--- src/rtl/fir_pkg.sv ---
// Shared constants and types for the serial 64-tap FIR MAC core.
package fir_pkg;

  localparam int TAPS   = 64;
  localparam int DATA_W = 16;
  localparam int SUM_W  = 2 * DATA_W + $clog2(TAPS);
  localparam int PTR_W  = $clog2(TAPS);
  localparam int PROD_W = 2 * DATA_W;

  typedef enum logic {
    LOAD    = 1'b0,
    COMPUTE = 1'b1
  } state_t;

  // Sign-extend a full-precision product into the accumulator width.
  function automatic logic signed [SUM_W-1:0] sext_prod(input logic signed [PROD_W-1:0] p);
    return {{(SUM_W-PROD_W){p[PROD_W-1]}}, p};
  endfunction

endpackage

--- src/rtl/fir_mac_core_mac.sv ---
// Signed DATA_W x DATA_W multiplier feeding a SUM_W accumulator.
// acc_nxt exposes acc plus the current product so the final term can be
// captured into the result register on the same edge it is accumulated.
module fir_mac
  import fir_pkg::*;
(
  input  logic                     clk,
  input  logic                     reset,
  input  logic                     clr,
  input  logic                     en,
  input  logic signed [DATA_W-1:0] a,
  input  logic signed [DATA_W-1:0] b,
  output logic signed [SUM_W-1:0]  acc,
  output logic signed [SUM_W-1:0]  acc_nxt
);

  logic signed [PROD_W-1:0] prod;

  assign prod    = a * b;
  assign acc_nxt = acc + sext_prod(prod);

  // Accumulator: clear has priority over accumulate.
  always_ff @(posedge clk) begin
    if (!reset)   acc <= '0;
    else if (clr) acc <= '0;
    else if (en)  acc <= acc_nxt;
  end

endmodule

--- src/rtl/fir_mac_core.sv ---
// 64-tap FIR output engine: load a frame of (X,B) pairs, then run one
// MAC per cycle over the buffer and register the dot product in sum.
// A single index walks the buffer for both loading and computing; it
// wraps to 0 at the end of each phase so the next phase starts at tap 0.
module fir_mac_core
  import fir_pkg::*;
(
  input  logic                     clk,
  input  logic                     reset,
  input  logic signed [DATA_W-1:0] X,
  input  logic signed [DATA_W-1:0] B,
  input  logic                     in_write_ctrlX,
  output logic                     able2write_out,
  output logic signed [SUM_W-1:0]  sum
);

  state_t                   state;
  logic [PTR_W-1:0]         wr_ptr;
  logic signed [DATA_W-1:0] x_mem [TAPS];
  logic signed [DATA_W-1:0] b_mem [TAPS];

  logic                     accept;
  logic                     last;
  logic                     mac_clr;
  logic                     mac_en;
  logic signed [SUM_W-1:0]  acc;
  logic signed [SUM_W-1:0]  acc_nxt;

  assign accept  = (state == LOAD) && in_write_ctrlX;
  assign last    = (wr_ptr == PTR_W'(TAPS-1));
  assign mac_clr = accept && last;
  assign mac_en  = (state == COMPUTE);

  // Pair storage; contents are don't-care after reset, so no reset here.
  always_ff @(posedge clk) begin
    if (reset && accept) begin
      x_mem[wr_ptr] <= X;
      b_mem[wr_ptr] <= B;
    end
  end

  // Control FSM: index advance, phase switch and result capture.
  always_ff @(posedge clk) begin
    if (!reset) begin
      state          <= LOAD;
      wr_ptr         <= '0;
      able2write_out <= 1'b1;
      sum            <= '0;
    end else begin
      case (state)
        LOAD: begin
          if (accept) begin
            wr_ptr <= wr_ptr + PTR_W'(1);
            if (last) begin
              state          <= COMPUTE;
              able2write_out <= 1'b0;
            end
          end
        end
        COMPUTE: begin
          wr_ptr <= wr_ptr + PTR_W'(1);
          if (last) begin
            sum            <= acc_nxt;
            state          <= LOAD;
            able2write_out <= 1'b1;
          end
        end
        default: begin
          state          <= LOAD;
          wr_ptr         <= '0;
          able2write_out <= 1'b1;
        end
      endcase
    end
  end

  fir_mac u_mac (
    .clk     (clk),
    .reset   (reset),
    .clr     (mac_clr),
    .en      (mac_en),
    .a       (x_mem[wr_ptr]),
    .b       (b_mem[wr_ptr]),
    .acc     (acc),
    .acc_nxt (acc_nxt)
  );

endmodule

--- config.mk ---
export PLATFORM = sky130hd
export DESIGN_NAME = fir_mac_core
export DESIGN_NICKNAME = d
export VERILOG_FILES = /design/src/rtl/fir_pkg.sv /design/src/rtl/fir_mac_core_mac.sv /design/src/rtl/fir_mac_core.sv
export SDC_FILE = /design/constraint.sdc
export NUM_CORES = 2
export LEC_CHECK = 0
export ABC_AREA = 1
export CORE_MARGIN = 1.5
export CORE_UTILIZATION = 35
export CTS_CLUSTER_SIZE = 25
export DETAILED_ROUTE_END_ITERATION = 16
export PLACE_DENSITY_LB_ADDON = 0.12
export SLEW_MARGIN = 20
export SYNTH_ARGS = -nofsm -noshare
export SYNTH_HDL_FRONTEND = slang
export SYNTH_SLANG_ARGS = --single-unit
--- constraint.sdc ---
create_clock -name clk -period 8.1 [get_ports clk]
set_input_delay 1.62 -clock clk [delete_from_list [all_inputs] [get_ports clk]]
set_output_delay 1.62 -clock clk [all_outputs]
set_load 0.01 [all_outputs]
==> After elaboration in Yosys (flattened, before gate mapping) <==
Memories as Yosys holds them, arrays and structs flattened. A register that Yosys moved wholly into a read port is not among the register bits.
Cells that the tools add are included.
{ "totals": {"word_cells": 38, "register_bits": 84, "memories": 2, "in_bits": 35, "mem_bits_rw": 2048} }
{ "op_classes": {"n_addsub": 2, "multipliers": 1, "reduce_logical": 6, "n_eq_ne": 4, "bitwise_logic": 2, "muxes": 16} }
{ "mem_list": {"columns": ["memory", "depth", "word_bits", "rd", "rd_ports_with_merged_regs", "write_ports", "line_no", "source"], "rows": [
  ["b_mem", 64, 16, 1, 1, 1, "fir_mac_core.sv:20", "logic signed [DATA_W-1:0] b_mem [TAPS];"],
  ["x_mem", 64, 16, 1, 1, 1, "fir_mac_core.sv:19", "logic signed [DATA_W-1:0] x_mem [TAPS];"]
]} }
{ "op_table": {"columns": ["operator", "n"], "rows": [
  ["$add 38x32->38", 1],
  ["$mul 16x16->32", 1],
  ["$mux 6", 5],
  ["$pmux 6 s2", 1],
  ["$mux 1", 8],
  ["$add 6x1->6 const B", 1],
  ["$eq 6x6->1 const B", 1],
  ["$ne 2x2->1 const B", 2],
  ["$pmux 1 s2", 2],
  ["$logic_and 1x1->1", 3],
  ["$reduce_and 3->1", 1],
  ["$ne 2x1->1 const B", 1],
  ["$not 1->1", 2],
  ["$reduce_and 2->1", 1],
  ["$reduce_or 2->1", 1]
]} }

==> Longest topological paths before layout <==
{ "depth": {"depth_word": 6, "depth_mapped": 42} }

==> Modules after synthesis <==
A second synthesis with hierarchy kept.
{ "unflattened": {"cells_unflattened": 8899, "area_unflattened_um2": 98383.1} }
{ "by_module_without_submodules": {"columns": ["module", "seq_area_each_um2", "area_each_um2", "n_inst", "cells_each"], "rows": [
  ["fir_mac_core", 62540.0, 83913.0, 1, 6960],
  ["fir_mac", 760.7, 14470.1, 1, 1939]
]} }

==> Worst setup path after synthesis <==
Ideal clock, no wire load.
{ "synth_path": {"path_type": "register to register", "from": "reg with a tool-made name", "to": "reg u_mac.acc[37]", "t_arrival_ns": 6.885, "n_path_buf": 4, "path_slack_ns": 1.106, "stages_incl_launch_ff": 38, "path_cell_list": "dfxtp_1 > buf_6 > inv_8 > buf_6 > buf_4 > nand2_1 > nand3_1 > nand3_1 > nand2_1 > nand2_1 > nand3_1 > nand3_1 > nand2_1 > buf_2 > nand3_1 > fa_1 > inv_1 > fa_1 > [2 not listed] > fa_1 > inv_1 > fa_1 > inv_1 > fa_1 > inv_1 > ha_1 > nand2_1 > nor3_1 > inv_1 > nor3_1 > nand3_1 > nand3_1 > inv_1 > nand2_1 > nand3_1 > nand2_1 > inv_1"} }
{ "synth_lines": {"columns": ["item", "line_no", "source"], "rows": [
  ["end signal: assignment", "fir_mac_core_mac.sv:26", "else if (en) acc <= acc_nxt;"],
  ["end: declaration", "fir_mac_core_mac.sv:13", "output logic signed [SUM_W-1:0] acc,"]
]} }

==> metrics.txt <==
# TYPE chip_impl_metric gauge
chip_impl_info{name="result_of_the_run",value="complete, no violations"} 1
chip_impl_metric{name="hold_violations",unit=""} 0
chip_impl_metric{name="route.detailed.wl_per_inst",unit="um"} 27.4
chip_impl_info{name="synth.top_cells.by_area",value="sky130_fd_sc_hd__edfxtp_1 64%, sky130_fd_sc_hd__fa_1 6.7%, sky130_fd_sc_hd__o21ai_0 5.7%, sky130_fd_sc_hd__nor2_1 5.6%, sky130_fd_sc_hd__o22ai_1 3.7%"} 1
chip_impl_metric{name="yosysSeqAreaShare",unit=""} 0.657
chip_impl_metric{name="clock.fmax",unit="MHz"} 128
chip_impl_metric{name="cts-htree-levels",unit=""} 4
chip_impl_metric{name="grt_antenna_before_repair",unit=""} 19
chip_impl_metric{name="final_critical_path_setup_slack",unit="ns"} 0.273
chip_impl_info{name="slowest_cp_cell",value="sky130_fd_sc_hd__fa_1"} 1
chip_impl_metric{name="via_count",unit=""} 65900
chip_impl_metric{name="finalSetupViolCount",unit=""} 0
chip_impl_info{name="rsz0062_at_grt",value="true"} 1
chip_impl_metric{name="port_buffers",unit=""} 73
chip_impl_metric{name="clock_skew_after_layout",unit="ns"} 0.0710
chip_impl_metric{name="setup_total_negative_slack",unit="ns"} 0
chip_impl_info{name="cts_tree",value="done"} 1
chip_impl_metric{name="timing_max_transition_violations_final",unit=""} 0
chip_impl_metric{name="min_period",unit="ns"} 7.83
chip_impl_metric{name="clkLatencyLatePin",unit="ns"} 0.91
chip_impl_metric{name="vias_per_cell",unit=""} 5.36
chip_impl_metric{name="pre_cts_ws",unit="ns"} -0.0543
chip_impl_metric{name="fin_hold_ws",unit="ns"} 0.467
chip_impl_metric{name="drtPass1Iterations",unit=""} 6
chip_impl_metric{name="fin_cells",unit=""} 12300
chip_impl_info{name="netlist.top_cell.by_area",value="sky130_fd_sc_hd__edfxtp_1"} 1
chip_impl_info{name="critical_path.startpoint_type",value="register"} 1
chip_impl_info{name="hold_path.class",value="reg -> reg"} 1
chip_impl_info{name="worst_path_most_repeated_cell",value="sky130_fd_sc_hd__nand2_1"} 1
chip_impl_metric{name="async_reset_ff_frac",unit=""} 0
chip_impl_info{name="cp_capture_type",value="register"} 1
chip_impl_metric{name="grt_first_pass_wirelength",unit="mm"} 470
chip_impl_metric{name="worstPathArrival",unit="ns"} 8.58
chip_impl_metric{name="tightest_slew",unit="ns"} 1.25
chip_impl_metric{name="detailedPlacementHpwl",unit="mm"} 199
chip_impl_metric{name="cell_area_synth",unit="um2"} 96400
chip_impl_metric{name="detail_route.wirelength",unit="mm"} 336
chip_impl_metric{name="row_count",unit=""} 192
chip_impl_metric{name="fin_nets",unit=""} 8970
chip_impl_metric{name="cts.reportedPaths.clkPinSlew",unit="ns"} 0.06
chip_impl_metric{name="postRouteAntennaNets",unit=""} 0
chip_impl_metric{name="synth_top_area_share",unit=""} 0.638
chip_impl_metric{name="postSynthCellCount",unit=""} 7972
chip_impl_metric{name="global_route.usage.total",unit=""} 0.231
chip_impl_metric{name="drive_gt1_frac",unit=""} 0.147
chip_impl_metric{name="clock_sinks",unit=""} 2138
chip_impl_metric{name="die_width",unit="um"} 528
chip_impl_metric{name="maximum_number_of_pins_on_one_net_before_global_route_repair",unit=""} 80
chip_impl_info{name="cts_root_buffer",value="sky130_fd_sc_hd__clkbuf_16"} 1
chip_impl_metric{name="core_region_area",unit="um2"} 274000
chip_impl_metric{name="cts-buffers-inserted",unit=""} 237
chip_impl_metric{name="clock_path_buffers",unit=""} 4
chip_impl_metric{name="dpl.cell_count",unit=""} 11800
chip_impl_metric{name="critical_path.max_stage_delay",unit="ns"} 0.57
chip_impl_metric{name="ys_types",unit=""} 52
chip_impl_metric{name="required",unit="ns"} 8.85
chip_impl_metric{name="die_h",unit="um"} 528
chip_impl_metric{name="drt_first_iter_violations",unit=""} 6607
chip_impl_metric{name="drc",unit=""} 0
chip_impl_metric{name="share_of_the_cycle_needed_by_the_critical_path_after_routing",unit=""} 0.966
chip_impl_metric{name="first_global_vias",unit=""} 64700
chip_impl_metric{name="layout-area-overhead-vs-synth",unit="%"} 18.9
chip_impl_metric{name="post_synthesis_area_per_instance",unit="um2"} 12.1
chip_impl_metric{name="yosys_warnings",unit=""} 0
chip_impl_metric{name="syn-num-nets",unit=""} 8441
chip_impl_metric{name="slew_headroom",unit=""} 0.163
chip_impl_metric{name="postSynthRegisterBits",unit=""} 2138
chip_impl_info{name="yosys_most_used_dff",value="sky130_fd_sc_hd__edfxtp_1"} 1
chip_impl_info{name="critPathKind",value="reg -> reg"} 1
chip_impl_metric{name="place.gp.congestion",unit=""} 0.888
chip_impl_metric{name="starting_density_of_the_core",unit=""} 0.352
chip_impl_metric{name="max_cap_violations",unit=""} 0
chip_impl_metric{name="synth_edf_count",unit=""} 2048
chip_impl_metric{name="cts-hold-fix-buffers",unit=""} 0
chip_impl_metric{name="critical_path_peak_fanout",unit=""} 12
chip_impl_metric{name="global_route.overflow_total",unit=""} 0
chip_impl_metric{name="die-area",unit="um2"} 278000
chip_impl_metric{name="floorplan.io_pins",unit=""} 74
==> critical path: cells and delay by family, from the launching register on <==
family / cells / cell delay, ns
flops: 1 / 0.39
compound gates: 5 / 0.81
simple gates: 14 / 1.52
fa+ha+maj: 7 / 3.31
buf+inv: 12 / 1.59
==> final timing paths <==
check                           cells past startpoint       to  startpoint  slack, ns
worst max-delay path                               38  sum[30]    register       0.27
worst min-delay path                                2   sum[3]      sum[3]       0.47
worst max register to register                     38  sum[30]    register       0.27
worst min register to register                      2   sum[3]      sum[3]       0.47
==> cell usage in the layout (no fill, tap or decap), types with 19 or more instances in the layout <==
master / netlist / layout
sky130_fd_sc_hd__edfxtp_1: 2048 / 2048
sky130_fd_sc_hd__nor2_1: 1431 / 1359
sky130_fd_sc_hd__o21ai_0: 1103 / 1085
sky130_fd_sc_hd__nand2_1: 669 / 651
sky130_fd_sc_hd__o22ai_1: 565 / 549
sky130_fd_sc_hd__buf_4: 73 / 541
sky130_fd_sc_hd__inv_1: 497 / 494
sky130_fd_sc_hd__fa_1: 322 / 319
sky130_fd_sc_hd__clkbuf_16: 0 / 259
sky130_fd_sc_hd__nand3_1: 261 / 255
sky130_fd_sc_hd__o21ai_1: 109 / 124
sky130_fd_sc_hd__ha_1: 112 / 107
sky130_fd_sc_hd__buf_12: 0 / 101
sky130_fd_sc_hd__dfxtp_1: 90 / 83
sky130_fd_sc_hd__nor2_4: 0 / 66
sky130_fd_sc_hd__clkinv_1: 3 / 63
sky130_fd_sc_hd__a21oi_1: 68 / 59
sky130_fd_sc_hd__clkbuf_1: 148 / 46
sky130_fd_sc_hd__clkdlybuf4s50_1: 0 / 41
sky130_fd_sc_hd__clkinv_2: 0 / 40
sky130_fd_sc_hd__o211ai_1: 34 / 34
sky130_fd_sc_hd__nand2_2: 17 / 33
sky130_fd_sc_hd__buf_2: 193 / 31
sky130_fd_sc_hd__inv_2: 24 / 23
sky130_fd_sc_hd__bufinv_16: 0 / 21
sky130_fd_sc_hd__buf_6: 49 / 19
==> cells in the mapped netlist, types with 68 or more instances <==
cell type,number
sky130_fd_sc_hd__buf_2,193
sky130_fd_sc_hd__clkbuf_1,148
sky130_fd_sc_hd__ha_1,112
sky130_fd_sc_hd__edfxtp_1,2048
sky130_fd_sc_hd__nor2_1,1431
sky130_fd_sc_hd__nand2_1,669
sky130_fd_sc_hd__inv_1,497
sky130_fd_sc_hd__fa_1,322
sky130_fd_sc_hd__buf_4,73
sky130_fd_sc_hd__o21ai_1,109
sky130_fd_sc_hd__o21ai_0,1103
sky130_fd_sc_hd__o22ai_1,565
sky130_fd_sc_hd__dfxtp_1,90
sky130_fd_sc_hd__nand3_1,261
sky130_fd_sc_hd__a21oi_1,68
==> state kept, by name, indices dropped and copies added, names as in the netlist, named ones only <==
signal / count
mac_en: 1
able2write_out: 1
x_mem: 1024
sum: 38
b_mem: 1024
u_mac.acc: 38
wr_ptr: 6
==> what timing repair did <==
| item | 4_1_cts | 5_1_grt |
|---|---|---|
| buffers inserted | 0 | 25 |
| resized for setup | 7 | 147 |
| cloned | 0 | 25 |
| setup endpoints to repair | 24 | 52 |
| pin swaps | 0 | 16 |
==> per-layer routing <==
metal  vias up  wire length [um]  global-route usage
met5         -                13                   0
met4         2              9270              0.0593
met3       460             19600              0.0285
met2      2197            157000               0.377
met1     33800            150000               0.326
li1      29400                 -                   -
==> stage by stage <==
step,util,instance area (um2)
global route,0.419,115000
CTS,0.413,113000
detailed placement,0.386,106000
floorplan,-,96400
global placement,0.386,106000
finish,0.419,115000
==> area by class of cell <==
class                   count  area, um2
repair buffers            772       7870
flip-flops and latches   2138      63300
repair inverters            5       80.1
diodes                      9       22.5
multi-input cells        4820      29200
clock buffers             291       6240
inverters                 527       2050
well taps                3589       4490
clock inverters           134       1220
fillers                 25500     159000
==> kinds of logic (layout without fill, tap and decap cells) <==
logic type	count (synthesis)	count (layout)	synth area share
flip-flops	2138	2138	0.657
AO/OA/AOI/OAI	1941	1941	0.111
buffers and inverters	1014	1729	0.0490
other	0	9	0
AND/OR/NAND/NOR	2426	2426	0.0997
adder cells (fa/ha/maj)	434	434	0.0814
XOR/XNOR	19	19	0.00173
Power is not shown: default switching activity piles up to over one toggle a cycle in this logic, so the estimate is an artifact.
